<file path="config.mk">
export PLATFORM = sky130hd
export DESIGN_NAME = encoder_position_counter
export DESIGN_NICKNAME = d
export VERILOG_FILES = /design/src/rtl/encoder_pkg.sv /design/src/rtl/encoder_velocity_window.sv /design/src/rtl/encoder_position_counter.sv
export SDC_FILE = /design/constraint.sdc
export NUM_CORES = 1
export LEC_CHECK = 0
export BUFFER_PORTS_ARGS = -buffer_cell sky130_fd_sc_hd__buf_2
export CORE_MARGIN = 2
export CORE_UTILIZATION = 42
export DETAILED_ROUTE_END_ITERATION = 8
export PLACE_DENSITY = 0.65
export SLEW_MARGIN = 20
export SYNTH_ARGS = -nofsm -noshare
export SYNTH_HDL_FRONTEND = slang
export SYNTH_SLANG_ARGS = --single-unit
export TNS_END_PERCENT = 1
</file>
<file path="constraint.sdc">
create_clock -name clk -period 3.23 [get_ports clk]
set_clock_uncertainty 0.2 [all_clocks]
set_input_delay 0.1615 -clock clk [delete_from_list [all_inputs] [get_ports clk]]
set_output_delay 0.1615 -clock clk [all_outputs]
set_load 0.02 [all_outputs]
</file>
<file path="src/rtl/encoder_pkg.sv">
// Step codes shared by the quadrature decoder and every consumer of its dir output,
// plus a decode helper so each consumer interprets the codes the same way.
package encoder_pkg;

  localparam logic [1:0] DIR_NONE    = 2'b00;
  localparam logic [1:0] DIR_CW      = 2'b10;
  localparam logic [1:0] DIR_CCW     = 2'b01;
  localparam logic [1:0] DIR_ILLEGAL = 2'b11;

  typedef enum logic [1:0] {
    STEP_HOLD = 2'd0,
    STEP_UP   = 2'd1,
    STEP_DOWN = 2'd2,
    STEP_BAD  = 2'd3
  } step_e;

  function automatic step_e decode_dir(input logic [1:0] d);
    step_e s;
    case (d)
      DIR_CW:      s = STEP_UP;
      DIR_CCW:     s = STEP_DOWN;
      DIR_ILLEGAL: s = STEP_BAD;
      default:     s = STEP_HOLD;
    endcase
    return s;
  endfunction

endpackage

</file>
<file path="src/rtl/encoder_velocity_window.sv">
// Fixed-length gate that counts net steps per window into a saturating accumulator
// and publishes the total, with a one-cycle valid pulse, when the window closes.
module encoder_velocity_window
  import encoder_pkg::*;
#(
  parameter int VEL_WINDOW = 1000,
  parameter int VEL_WIDTH  = 12
) (
  input  logic                        clk,
  input  logic                        rst,
  input  step_e                       step_i,
  output logic signed [VEL_WIDTH-1:0] velocity_o,
  output logic                        vel_valid_o
);

  localparam int CNT_W = (VEL_WINDOW > 2) ? $clog2(VEL_WINDOW) : 1;
  localparam logic [CNT_W-1:0] CNT_LAST = CNT_W'(VEL_WINDOW - 1);
  localparam logic signed [VEL_WIDTH-1:0] VEL_MAX = {1'b0, {(VEL_WIDTH-1){1'b1}}};
  localparam logic signed [VEL_WIDTH-1:0] VEL_MIN = {1'b1, {(VEL_WIDTH-1){1'b0}}};

  logic [CNT_W-1:0]            cnt_q, cnt_d;
  logic signed [VEL_WIDTH-1:0] acc_q, acc_d;
  logic signed [VEL_WIDTH-1:0] vel_q, vel_d;
  logic                        valid_q, valid_d;
  logic signed [VEL_WIDTH-1:0] acc_step;
  logic                        terminal;

  assign terminal = (cnt_q == CNT_LAST);

  // Accumulator pins at its limits instead of wrapping; illegal codes add nothing.
  always_comb begin
    acc_step = acc_q;
    if (step_i == STEP_UP && acc_q != VEL_MAX) begin
      acc_step = acc_q + VEL_WIDTH'(1);
    end else if (step_i == STEP_DOWN && acc_q != VEL_MIN) begin
      acc_step = acc_q - VEL_WIDTH'(1);
    end
  end

  always_comb begin
    cnt_d   = cnt_q + CNT_W'(1);
    acc_d   = acc_step;
    vel_d   = vel_q;
    valid_d = 1'b0;
    if (terminal) begin
      cnt_d   = '0;
      acc_d   = '0;
      vel_d   = acc_step;
      valid_d = 1'b1;
    end
  end

  always_ff @(posedge clk or posedge rst) begin
    if (rst) begin
      cnt_q   <= '0;
      acc_q   <= '0;
      vel_q   <= '0;
      valid_q <= 1'b0;
    end else begin
      cnt_q   <= cnt_d;
      acc_q   <= acc_d;
      vel_q   <= vel_d;
      valid_q <= valid_d;
    end
  end

  assign velocity_o  = vel_q;
  assign vel_valid_o = valid_q;

endmodule

</file>
<file path="src/rtl/encoder_position_counter.sv">
// Signed absolute position tracker fed by the decoder's per-clock dir code, with
// sticky overflow / illegal-code flags and a windowed velocity measurement.
module encoder_position_counter
  import encoder_pkg::*;
#(
  parameter int POS_WIDTH  = 16,
  parameter int VEL_WINDOW = 1000,
  parameter int VEL_WIDTH  = 12,
  parameter int SATURATE   = 0
) (
  input  logic                        clk,
  input  logic                        rst,
  input  logic [1:0]                  dir,
  input  logic                        zero,
  input  logic                        preset_en,
  input  logic signed [POS_WIDTH-1:0] preset_val,
  input  logic                        clr_flags,
  output logic signed [POS_WIDTH-1:0] position,
  output logic signed [VEL_WIDTH-1:0] velocity,
  output logic                        vel_valid,
  output logic                        overflow,
  output logic                        dir_err
);

  localparam logic signed [POS_WIDTH-1:0] POS_MAX = {1'b0, {(POS_WIDTH-1){1'b1}}};
  localparam logic signed [POS_WIDTH-1:0] POS_MIN = {1'b1, {(POS_WIDTH-1){1'b0}}};
  localparam bit CLAMP = (SATURATE != 0);

  step_e                       step;
  logic signed [POS_WIDTH-1:0] pos_q, pos_d;
  logic                        ovf_q, ovf_d;
  logic                        err_q, err_d;
  logic                        ovf_set;
  logic                        err_set;

  assign step = decode_dir(dir);

  // zero beats preset beats step; a discarded step cannot raise overflow.
  always_comb begin
    pos_d   = pos_q;
    ovf_set = 1'b0;
    if (zero) begin
      pos_d = '0;
    end else if (preset_en) begin
      pos_d = preset_val;
    end else if (step == STEP_UP) begin
      if (pos_q == POS_MAX) begin
        ovf_set = 1'b1;
        pos_d   = CLAMP ? POS_MAX : POS_MIN;
      end else begin
        pos_d = pos_q + POS_WIDTH'(1);
      end
    end else if (step == STEP_DOWN) begin
      if (pos_q == POS_MIN) begin
        ovf_set = 1'b1;
        pos_d   = CLAMP ? POS_MIN : POS_MAX;
      end else begin
        pos_d = pos_q - POS_WIDTH'(1);
      end
    end
  end

  // An illegal code is reported even when zero/preset discard the step.
  always_comb begin
    err_set = (step == STEP_BAD);
    ovf_d   = ovf_set | (ovf_q & ~clr_flags);
    err_d   = err_set | (err_q & ~clr_flags);
  end

  always_ff @(posedge clk or posedge rst) begin
    if (rst) begin
      pos_q <= '0;
      ovf_q <= 1'b0;
      err_q <= 1'b0;
    end else begin
      pos_q <= pos_d;
      ovf_q <= ovf_d;
      err_q <= err_d;
    end
  end

  encoder_velocity_window #(
    .VEL_WINDOW (VEL_WINDOW),
    .VEL_WIDTH  (VEL_WIDTH)
  ) u_vel (
    .clk         (clk),
    .rst         (rst),
    .step_i      (step),
    .velocity_o  (velocity),
    .vel_valid_o (vel_valid)
  );

  assign position = pos_q;
  assign overflow = ovf_q;
  assign dir_err  = err_q;

endmodule

</file>
== Word-level counts from Yosys, hierarchy flattened ==
Cells that the tools add are included.
Storage, ports and cells
  bits in registers: 53
  word-level logic and storage cells: 49
  input bits: 23
Cells by class
  mux-type cells: 18
  bitwise gates (word level): 5
  add/subtract/negate cells: 5
  reductions and logical operators: 3
  equality and inequality tests: 11
Operators with widths (count)
  2-to-1 mux 16 bit: 6
  2-to-1 mux 12 bit: 3
  equality test 16 bit, second input constant: 2
  != test 12 bit, second input constant: 2
  adder 16 x 2 -> 16 bit, second input constant: 1
  subtractor 16 x 2 -> 16 bit, second input constant: 1
  adder 12 x 2 -> 12 bit, second input constant: 1
  subtractor 12 x 2 -> 12 bit, second input constant: 1
  adder 10 x 1 -> 10 bit, second input constant: 1
  equality test 10 bit, second input constant: 1
  2-to-1 mux 10 bit: 1
  equality test 2 bit, second input constant: 4
  2-to-1 mux 1 bit: 7
  case mux 2 bit (3 select lines): 1
  equality test 2 x 1 -> 1 bit, second input constant: 2
  nonzero test 4 bit: 1
  AND 1 bit: 2
  logical AND 1 bit: 2
  OR 1 bit: 2
  inverter 1 bit: 1

== Longest topological paths before layout ==
  depth after elaboration: 8
  gate-level depth with buffers: 9
  mapped depth without buffers: 7

== Hierarchy ==
Synthesis repeated with hierarchy kept, for this count alone.
Unflattened totals
  cell total of the unflattened synthesis: 442
  area total of the unflattened synthesis: 3792.4 sq um
By module, submodules not included
  encoder_velocity_window: area an instance 1896.8 sq um, cells each 197, instances 1
  encoder_position_counter: area an instance 1895.6 sq um, cells each 245, instances 1

== Worst setup path before layout ==
OpenSTA, ideal clock, no wires.
  path kind: register to register
  start: reg pos_q[0], in the netlist position[0]
  end: reg pos_q[8], in the netlist position[8]
  buffers on the path: 2
  period minus slack after synthesis: 2.401 ns
  cell stages (with the launch flop): 9
  arrival time: 2.081 ns
  path slack: 0.829 ns
  cell sequence: dfrtp_1 > clkbuf_1 > inv_1 > ha_1 > nor4bb_1 > a41oi_1 > clkbuf_1 > o211ai_1 > a31o_2
Between the ends
  cells in the longest elaborated chain, start to end: 6
  elaborated cells on any way between the ends: 10
Ends and longest elaborated chain
  from (decl): line encoder_position_counter.sv:30  | logic signed [POS_WIDTH-1:0] pos_q, pos_d;
  from (signal assigned): line encoder_position_counter.sv:76  | pos_q <= pos_d;
  subtractor 16 x 2 -> 16 bit or equality test 16 bit (tied branches): line encoder_position_counter.sv:58, encoder_position_counter.sv:54
  2-to-1 mux 16 bit: line encoder_position_counter.sv:54  | if (pos_q == POS_MIN) begin
  2-to-1 mux 16 bit: line encoder_position_counter.sv:53  | end else if (step == STEP_DOWN) begin
  2-to-1 mux 16 bit *: line encoder_position_counter.sv:46  | end else if (step == STEP_UP) begin
  2-to-1 mux 16 bit *: line encoder_position_counter.sv:44  | end else if (preset_en) begin
  2-to-1 mux 16 bit *: line encoder_position_counter.sv:42  | if (zero) begin
Mark *: on every way between the ends. The rest lies on a longest branch, timed or not. The select of a mux whose other input is x is not followed.
A chain may end at the register's enable or synchronous reset.

== Final worst setup path ==
  start: reg pos_q[0], in the netlist position[0]
  end: reg pos_q[14], in the netlist position[14]
The elaborated chain is that of the path after synthesis.

==> results.ini <==
[worst_setup_path]
worstReg2RegStart = position[0]
startpoint_type = register
critPathMaxFanout = 10
worst-endpoint-arrival_ns = 2.57
slowest_delay_ns = 0.58
worst-r2r-setup-slack_ns = 0.70
crit_end = position[14]
path_cells = inv_1 -> ha_1 -> nor4b_1 -> nand4_1 -> xor2_1 -> a221o_1 -> o21ai_0
worstPathRequired_ns = 3.28
crit_slowest_cell = nor4b_1
timing.rr.end = position[14]
cp-end-kind = register
ff2ff_path_depth = 7
setup.worst_path.start = position[0]
setup.worst_path.class = reg2reg

[placed_design]
place.detailed.hpwl_um = 7180
gp_congestion = 0.914
pre_cts_ws_ns = 0.716
portBuffers = 53

[pwr]
p_per_area_nw_per_um2 = 475
power_frac_comb = 0.312
ir_worst_vdd_mv = 0.219
seqPwrFrac = 0.463
intPower_w = 0.00125
power_frac_clock = 0.224
p_sw_frac = 0.403
p_switching_w = 0.000842
leakagePower_nw = 1.93

[global_routing]
grt_pass1_vias = 3509
antenna_found_initial = 0
grt-ovfl-total = 0
track_usage = 0.211
grt_max_degree = 36
grt_pass1_wl_um = 17300

[floorplanning]
die_area_um2 = 10000
die_h_um = 100
io_pins = 54
start_util = 0.427
coreArea_um2 = 9110
die_x_um = 100
num_rows = 35

[finish]
fin_nets = 539
final_util = 0.483
nFillCells = 920
area_delta_synth_final_pct = 13.0
antenna_cells = 0
drive_above_1_share = 0.172

[synth]
synth_top_area_frac = 0.341
synth_area_per_cell_um2 = 8.31
synth.area.top_cells = dfrtp_1, nand2_1, xor2_1
synth-edff-count = 0
async_reset_ff_frac = 1.00
synth_common_cells = dfrtp_1, nand2_1, nor2_1
synth_top_area_cell = dfrtp_1
synth_ff_type = dfrtp_1
synth_seq_area_share = 0.341
syn_area_um2 = 3890
synthCells = 468
synth_most_common_cell = dfrtp_1
synth_seq_cells = 53
synthDistinctLibCells = 69
ys.warnings.count = 0
synth_nets = 501

[clocking]
clock_latency_ns = 0.32
cts_tree = yes
path_clk_slew_ns = 0.11
cts.sink_count = 53
cts-hold-fix-buffers = 11
h-tree-depth = 2
clk_path_buf_depth = 2
root_buffer = clkbuf_8
post_cts_buffers = 0
ctsResizeCount = 0
cts_made_buffers = 5

[status]
status = finished, final reports clean

[min_path]
hold_start = dir[1]
hold_class = in2reg

[sta]
fmax_mhz = 396
fin_crit_sh = 0.782
setup_violations = 0
worst_slew_pin_slew_ns = 0.790
setup_slack_ns = 0.705
finalHoldWorstSlack_ns = 0.00831
final_max_slew_viol_count = 0
slew_headroom = 0.473
fin_tns_setup_ns = 0
rsz0062_at_grt = no
layout_min_cycle_time_ns = 2.53
hold_viol = 0

[drt]
drtAntennaViolNets = 0
first_pass_iters = 4
wl_per_cell_um = 16.5
routed_wl_um = 10200
drcViolationCount = 0
route.vias.total = 3631
vias_per_cell = 5.88
drt_iter0_markers = 120

[job]
maxCapViolations = 0

==> registers in the layout (all words and copies together), names as in the netlist <==
register / flops
u_vel.velocity_o: 12
position: 16
overflow: 1
u_vel.cnt_q: 10
dir_err: 1
u_vel.acc_q: 12
u_vel.vel_valid_o: 1
==> per-stage QoR <==
step | instance area, um^2 | instances | power, W
6_report | 4400 | 618 | 0.00209
5_1_grt | 4400 | 618 | 0.00222
4_1_cts | 4400 | 618 | 0.00209
3_5_place_dp | 4170 | 599 | 0.00161
3_3_place_gp | 4170 | 599 | 0.00159
2_1_floorplan | 3890 | 468 | 0.00146
==> how the worst min path moves through the flow <==
stage | end | cells past startpoint
global route | dir_err | 3
floorplan | position[4] | 2
detailed placement | u_vel.cnt_q[8] | 2
CTS | dir_err | 3
global placement | u_vel.cnt_q[8] | 2
finish | dir_err | 3
==> cell families (layout without fill, tap and decap cells) <==
logic type               Yosys count  in the layout  synth area share
XOR/XNOR                          31             31            0.0698
AO/OA/AOI/OAI                     97             97             0.173
flip-flops                        53             53             0.341
adder cells (fa/ha/maj)           10             10            0.0322
AND/OR/NAND/NOR                  214            214             0.305
buffers and inverters             56             95            0.0605
multiplexers                       7              7            0.0180
==> critical path: cells and delay by family (launching register included) <==
| family | cells | cell delay [ns] |
|---|---|---|
| AOI/OAI and AO/OA | 2 | 0.41 |
| DFF | 1 | 0.50 |
| adders and majority gates | 1 | 0.25 |
| buffers and inverters | 1 | 0.15 |
| and+or+nand+nor | 2 | 0.78 |
| xor gates and xnor gates | 1 | 0.18 |
==> per-layer routing <==
metal | share of wire | track usage
met3 | 0.046 | 0.0230
met2 | 0.49 | 0.362
met5 | 0 | 0
met1 | 0.45 | 0.286
met4 | 0.010 | 0.0506
==> power groups by stage <==
stage	Clock (W)	Sequential [W]	Combinational, W
4_1_cts	0.000480	0.000964	0.000650
3_5_place_dp	0	0.000974	0.000637
3_3_place_gp	0	0.000971	0.000623
5_1_grt	0.000499	0.000994	0.000730
2_1_floorplan	0	0.000844	0.000611
6_report	0.000468	0.000968	0.000652
==> final cells by class <==
type / instances / area (um^2) / share of cell area
Inverter: 15 / 56.3 / 0.0128
Tap cell: 111 / 139 / 0.0316
Clock inverter: 2 / 38.8 / 0.00882
Timing Repair Buffer: 72 / 435 / 0.0991
Clock buffer: 6 / 72.6 / 0.0165
Sequential cell: 53 / 1330 / 0.302
Multi-Input combinational cell: 359 / 2330 / 0.529
==> cells in the final DEF (no fill, tap or decap), types with 5 or more instances in the layout <==
cell type / Yosys / routed
a21oi_1: 26 / 26
a31oi_1: 7 / 7
and2_1: 6 / 6
and3_1: 10 / 10
and4_1: 10 / 10
buf_2: 8 / 53
buf_4: 2 / 8
clkbuf_8: 0 / 5
dfrtp_1: 53 / 53
dlygate4sd3_1: 0 / 11
ha_1: 10 / 10
inv_1: 14 / 13
mux2i_1: 7 / 7
nand2_1: 52 / 52
nand3_1: 15 / 15
nand3b_1: 6 / 6
nand4_1: 15 / 15
nand4b_1: 5 / 5
nor2_1: 44 / 44
nor3_1: 14 / 14
nor4_1: 8 / 8
o21ai_0: 10 / 10
o21ai_1: 9 / 9
xnor2_1: 9 / 9
xor2_1: 22 / 22
(Power assumes the default switching activity.)
